## src/rtl/alu_operand_sequencer_if.sv

```systemverilog
// Bus between the button/switch conditioning logic, the operand sequencer and the lab ALU.
// result_valid is a level, not a handshake: high means result_q/flags_q hold a capture for the current A/B/OpCode.
interface alu_operand_sequencer_if #(
  parameter int M = 7
);
  logic [M-1:0] data_in;
  logic         load;
  logic         undo;
  logic [M-1:0] alu_result;
  logic [4:0]   alu_flags;
  logic [M-1:0] A;
  logic [M-1:0] B;
  logic [1:0]   OpCode;
  logic [M-1:0] result_q;
  logic [4:0]   flags_q;
  logic         result_valid;
  logic [1:0]   stage;

  modport master (
    output data_in, load, undo, alu_result, alu_flags,
    input  A, B, OpCode, result_q, flags_q, result_valid, stage
  );

  modport slave (
    input  data_in, load, undo, alu_result, alu_flags,
    output A, B, OpCode, result_q, flags_q, result_valid, stage
  );
endinterface

```

## src/rtl/alu_operand_sequencer.sv

```systemverilog
// Loads A, B and the opcode from one switch bus on button edges, holds them on the ALU,
// and captures the ALU's result/flags one cycle after the operation is complete.
module alu_operand_sequencer #(
  parameter int M = 7
) (
  input logic                    clk,
  input logic                    reset,
  alu_operand_sequencer_if.slave bus
);

  typedef enum logic [1:0] {
    WAIT_A  = 2'b00,
    WAIT_B  = 2'b01,
    WAIT_OP = 2'b10,
    SHOW    = 2'b11
  } state_t;

  state_t       r_state, w_state_nxt;
  logic [M-1:0] r_a, w_a_nxt;
  logic [M-1:0] r_b, w_b_nxt;
  logic [1:0]   r_op, w_op_nxt;
  logic [M-1:0] r_result, w_result_nxt;
  logic [4:0]   r_flags, w_flags_nxt;
  logic         r_valid, w_valid_nxt;
  logic         r_load_prev;
  logic         r_undo_prev;

  logic w_load_rise;
  logic w_undo_rise;
  logic w_load_ev;
  logic w_undo_ev;

  // Prev registers reset high so a button held through reset is not seen as a press.
  assign w_load_rise = bus.load & ~r_load_prev;
  assign w_undo_rise = bus.undo & ~r_undo_prev;
  assign w_load_ev   = w_load_rise & ~w_undo_rise;
  assign w_undo_ev   = w_undo_rise & ~w_load_rise;

  always_ff @(posedge clk) begin
    if (reset) begin
      r_state     <= WAIT_A;
      r_a         <= '0;
      r_b         <= '0;
      r_op        <= 2'b00;
      r_result    <= '0;
      r_flags     <= 5'b0;
      r_valid     <= 1'b0;
      r_load_prev <= 1'b1;
      r_undo_prev <= 1'b1;
    end else begin
      r_state     <= w_state_nxt;
      r_a         <= w_a_nxt;
      r_b         <= w_b_nxt;
      r_op        <= w_op_nxt;
      r_result    <= w_result_nxt;
      r_flags     <= w_flags_nxt;
      r_valid     <= w_valid_nxt;
      r_load_prev <= bus.load;
      r_undo_prev <= bus.undo;
    end
  end

  always_comb begin
    w_state_nxt  = r_state;
    w_a_nxt      = r_a;
    w_b_nxt      = r_b;
    w_op_nxt     = r_op;
    w_result_nxt = r_result;
    w_flags_nxt  = r_flags;
    w_valid_nxt  = r_valid;
    unique case (r_state)
      WAIT_A: begin
        if (w_load_ev) begin
          w_a_nxt     = bus.data_in;
          w_state_nxt = WAIT_B;
        end
      end
      WAIT_B: begin
        if (w_load_ev) begin
          w_b_nxt     = bus.data_in;
          w_state_nxt = WAIT_OP;
        end else if (w_undo_ev) begin
          w_state_nxt = WAIT_A;
        end
      end
      WAIT_OP: begin
        if (w_load_ev) begin
          w_op_nxt    = bus.data_in[1:0];
          w_state_nxt = SHOW;
        end else if (w_undo_ev) begin
          w_state_nxt = WAIT_B;
        end
      end
      SHOW: begin
        // Capture waits one cycle in SHOW so the ALU has settled on the new opcode.
        if (w_load_ev) begin
          w_valid_nxt = 1'b0;
          w_state_nxt = WAIT_A;
        end else if (w_undo_ev) begin
          w_valid_nxt = 1'b0;
          w_state_nxt = WAIT_OP;
        end else if (!r_valid && !w_load_rise && !w_undo_rise) begin
          w_result_nxt = bus.alu_result;
          w_flags_nxt  = bus.alu_flags;
          w_valid_nxt  = 1'b1;
        end
      end
      default: w_state_nxt = WAIT_A;
    endcase
  end

  assign bus.A            = r_a;
  assign bus.B            = r_b;
  assign bus.OpCode       = r_op;
  assign bus.result_q     = r_result;
  assign bus.flags_q      = r_flags;
  assign bus.result_valid = r_valid;
  assign bus.stage        = r_state;

endmodule
```

## src/flat_wrapper.sv

```systemverilog
// flat-port wrapper written by rule: the top's interface ports become plain ports
module alu_operand_sequencer_flat 
#(
  parameter int M = 7
)
  (clk, reset, bus_data_in, bus_load, bus_undo, bus_alu_result, bus_alu_flags, bus_A, bus_B, bus_OpCode, bus_result_q, bus_flags_q, bus_result_valid, bus_stage);
  alu_operand_sequencer_if #(.M(M)) bus_i ();
  input logic clk;
  input logic reset;
  input wire logic [$bits(bus_i.data_in)-1:0] bus_data_in;
  input wire logic [$bits(bus_i.load)-1:0] bus_load;
  input wire logic [$bits(bus_i.undo)-1:0] bus_undo;
  input wire logic [$bits(bus_i.alu_result)-1:0] bus_alu_result;
  input wire logic [$bits(bus_i.alu_flags)-1:0] bus_alu_flags;
  output wire logic [$bits(bus_i.A)-1:0] bus_A;
  output wire logic [$bits(bus_i.B)-1:0] bus_B;
  output wire logic [$bits(bus_i.OpCode)-1:0] bus_OpCode;
  output wire logic [$bits(bus_i.result_q)-1:0] bus_result_q;
  output wire logic [$bits(bus_i.flags_q)-1:0] bus_flags_q;
  output wire logic [$bits(bus_i.result_valid)-1:0] bus_result_valid;
  output wire logic [$bits(bus_i.stage)-1:0] bus_stage;
  assign bus_i.data_in = bus_data_in;
  assign bus_i.load = bus_load;
  assign bus_i.undo = bus_undo;
  assign bus_i.alu_result = bus_alu_result;
  assign bus_i.alu_flags = bus_alu_flags;
  assign bus_A = bus_i.A;
  assign bus_B = bus_i.B;
  assign bus_OpCode = bus_i.OpCode;
  assign bus_result_q = bus_i.result_q;
  assign bus_flags_q = bus_i.flags_q;
  assign bus_result_valid = bus_i.result_valid;
  assign bus_stage = bus_i.stage;
  alu_operand_sequencer #(.M(M)) u_core (.clk(clk), .reset(reset), .bus(bus_i));
endmodule
```

## config.mk

```make
export PLATFORM = sky130hd
export DESIGN_NAME = alu_operand_sequencer_flat
export DESIGN_NICKNAME = d
export VERILOG_FILES = /design/src/rtl/alu_operand_sequencer_if.sv /design/src/rtl/alu_operand_sequencer.sv /design/src/flat_wrapper.sv
export SDC_FILE = /design/constraint.sdc
export NUM_CORES = 1
export LEC_CHECK = 0
export CORE_ASPECT_RATIO = 0.6
export CORE_MARGIN = 5
export CORE_UTILIZATION = 65
export DETAILED_ROUTE_END_ITERATION = 10
export DONT_BUFFER_PORTS = 1
export PLACE_DENSITY = 0.8
export SYNTH_ARGS = -nofsm -noshare
export SYNTH_HDL_FRONTEND = slang
export SYNTH_SLANG_ARGS = --single-unit
```

## constraint.sdc

```tcl
create_clock -name clk -period 3.85 [get_ports clk]
set_input_delay 0.77 -clock clk [delete_from_list [all_inputs] [get_ports clk]]
set_output_delay 0.77 -clock clk [all_outputs]
set_load 0.01 [all_outputs]
```

==> metrics.md <==
| Metric | Value |
|---|---|
| Layout cells sized above 1 | a little under an eighth |
| Row cnt | 13 |
| Die Y-Extent | 46.40 um |
| RD Place Congestion | about 0.73 |
| Fmax | ~0.47 GHz |
| Hold Buf Count CTS | 0 |
| Total grt overflow | 0 |
| Area Overhead vs Synth | 8.719% |
| P_int | 0.0006182 W |
| Post-synthesis xor/xnor area fraction | 0% |
| Vias per cell | 5.459 |
| Synth top area cells | dfxtp_1 (46%), mux2i_1 (20%), nand2b_1 (11%), nor2_1 (5.0%), ha_1 (2.6%) |
| Part of the cycle the worst path needs | 54.95% |
| Adder-Cell Fraction of Synth Area | 2.616% |
| Clk sinks | 33 |
| Iter 0 DRT Violations | 39 |
| # resized after CTS | 0 |
| Worst skew pair latency | 280 ps |
| Crit end category | flip-flop |
| Antenna cells | 0 |
| Final setup vio count | 0 |
| Pwr Density | 486.7 nW/um2 |
| Post-synthesis simple-gate area fraction | 23.19% |
| Leak | 0.6166 nW |
| Largest family of logic cells by synthesized area | simple AND/OR/NAND/NOR gates |
| Compound-Gate Fraction of Synth Area | 4.185% |
| Seq cells post-synth | 33 |
| Number of I/O pins | 54 |
| RSZ-0062 raised after global routing | no |
| Critical path origin | bus_load |
| CTS tree | done |
| Syn Nets | roughly 170 |
| Post-synthesis mux area share | ~20% |
| Synthesized area per cell | just over 10 um2 |
| Antenna violations before repair | 0 |
| Seq/Total Area, Yosys | 46.03% |
| Post-CTS Setup Inserts | 0 |
| Synth Cell Area | ~1400 um2 |
| Crit path kind | in2reg |
| Nets | about 170 |
| Pin count of the biggest net entering global routing | 46 |
| Die area | 3278 um2 |
| Port-buffer cells | 0 |
| Setup_tns | 0 ps |
| DR pass1 iterations | 4 |
| Die Span X | 70.66 um |
| Max_cap viols | 0 |
| Crit path DAT | ~2300 ps |
| Hold WS | 521.4 ps |
| Final Core Density | 73.22% |
| Cell area after layout | 1560 um2 |
| R2r endpoint | u_core.bus.result_q[6] |
| HPWL Detailed | 1992 um |
| Slew @ Worst Pin | 982.5 ps |
| Clock Pin Slew Worst Setup and Hold Paths | 70 ps |
| Reg power frac | 46.3% |
| Crit path to | u_core.bus.result_q[6] |
| Placed Area | 1426 um2 |
| Outcome | finished, final reports clean |
| CTS Buf Count | 5 |
| H-tree depth | 2 |
| Post-Route WL | around 2800 um |
| R2R Setup Slk | 1880 ps |
| Fin. max-slew vios | 0 |
| Clock Tree Buf Depth | 2 |
| Worst path required time | 4050 ps |
| Worst Hold Class | reg2reg |
| Final Skew | 9.188 ps |
| Max-slew headroom | about a third |
| Total GRT Usage | 18.13% |
| DRT antenna net count | 0 |
| VDD IR max | 270.9 uV |
| R2r startpoint | u_core.r_undo_prev |
| Root Buffer | clkbuf_8 |
| Worst reg2reg path depth | 5 |
| Final Hold Violating Endpoints | 0 |
| Number of global-route vias before repair | 952 |
| Crit path time final | between 2000 and 2500 ps |
| Initial Utilization | 67.35% |
| First-pass GRT wire length | 4547 um |
| Wire length per cell | 16.29 um |
| Gate Count Post-Synth | around 140 |
| Comb pwr share | 3.5% |
| Synth warn | 0 |
| Yosys cell types | 27 |
| DRC viols | 0 |
| Area leader, netlist | dfxtp_1 |
| DR vias | 928 |
| Core area | roughly 2100 um2 |
| Clk pwr share | about half |
| Crit Path Max Fanout | 12 |
| Crit start category | primary input |
| Switching Share | ~19% |
| Area share of the largest cell type after synthesis | 46.03% |
| P_sw | roughly 0.00014 W |
sequential cells by signal, indices dropped and copies added (netlist names):
name and flops:
u_core.bus.result_q 7, u_core.bus.flags_q 5, u_core.bus.result_valid 1, u_core.r_load_prev 1, u_core.r_undo_prev 1, u_core.bus.A 7
u_core.bus.B 7, u_core.bus.OpCode 2, u_core.bus.stage 2
through the flow:
stage                     std cells   power, W  setup slack (ps)
after floorplan                 141  0.0003871              1915
after global placement          162  0.0003844              1532
after detailed placement        162  0.0003863              1407
after CTS                       170  0.0007654              1698
after global routing            170  0.0007822              1589
final                           170  0.0007594              1734
how the worst min path moves through the flow:
| stage | start | endpoint | cells after the start |
|---|---|---|---|
| floorplan | u_core.bus.flags_q[4] | u_core.bus.flags_q[4] | 2 |
| global route | u_core.bus.result_q[0] | u_core.bus.result_q[0] | 2 |
| CTS | u_core.bus.result_q[4] | u_core.bus.result_q[4] | 2 |
| finish | u_core.bus.flags_q[2] | u_core.bus.flags_q[2] | 2 |
| detailed placement | u_core.bus.result_q[4] | u_core.bus.result_q[4] | 2 |
| global placement | u_core.bus.flags_q[0] | u_core.bus.flags_q[0] | 2 |
cells in the mapped netlist:
library cell	count
nor3b_1	1
o21a_1	1
inv_1	1
nand3b_1	2
nand3_1	1
or2_2	2
a31oi_1	1
nor2_1	19
a211o_1	1
buf_2	4
clkbuf_1	4
o2111ai_1	1
buf_6	1
mux2i_1	28
nor4_4	1
o311ai_0	1
nand2_2	1
nand2b_1	26
nor2b_4	1
ha_1	3
a21oi_1	3
buf_4	1
dfxtp_1	33
inv_4	1
nand2_1	1
nand2b_4	1
o21ai_0	1
logic make-up after synthesis:
group                      Yosys count
and+or+nand+nor                     56
buffers and inverters               12
muxes                               28
DFF                                 33
AOI/OAI and AO/OA                    9
adders and majority gates            3
cell type report:
type                    instances  area [um2]
repair buffers                  1       7.507
fillers                       147       570.5
flip-flops and latches         33       660.6
inverters                       2       10.01
well taps                      30       37.54
clock buffers                   5       68.82
multi-input cells              96       710.7
clock inverters                 3       65.06
worst max-delay path: stages:
cell,delay [ps]
nor2b_4,130
ha_1,310
nand2b_1,90
nor4_4,740
mux2i_1,280
routing by layer:
metal  GRT usage [%]  wire [um]
met1           20.18       1166
met2           30.30       1289
met3           10.24        301
met4           5.618         13
met5               0          0
cells in the final DEF (no fill, tap or decap), types with 2 or more instances in the layout:
master     count
bufinv_16      2
or2_2          2
ha_1           3
nand2b_1      26
dfxtp_1       33
a21oi_1        3
nor2_1        19
mux2i_1       28
clkbuf_8       5
nand3b_1       2
power groups by stage:
stage | sequential, W | combinational [W] | clock [W]
2_1_floorplan | 0.000357 | 0.0000300 | 0
3_3_place_gp | 0.000359 | 0.0000254 | 0
3_5_place_dp | 0.000359 | 0.0000269 | 0
4_1_cts | 0.000352 | 0.0000272 | 0.000387
5_1_grt | 0.000352 | 0.0000299 | 0.000400
6_report | 0.000352 | 0.0000268 | 0.000381
(Power assumes the default switching activity.)
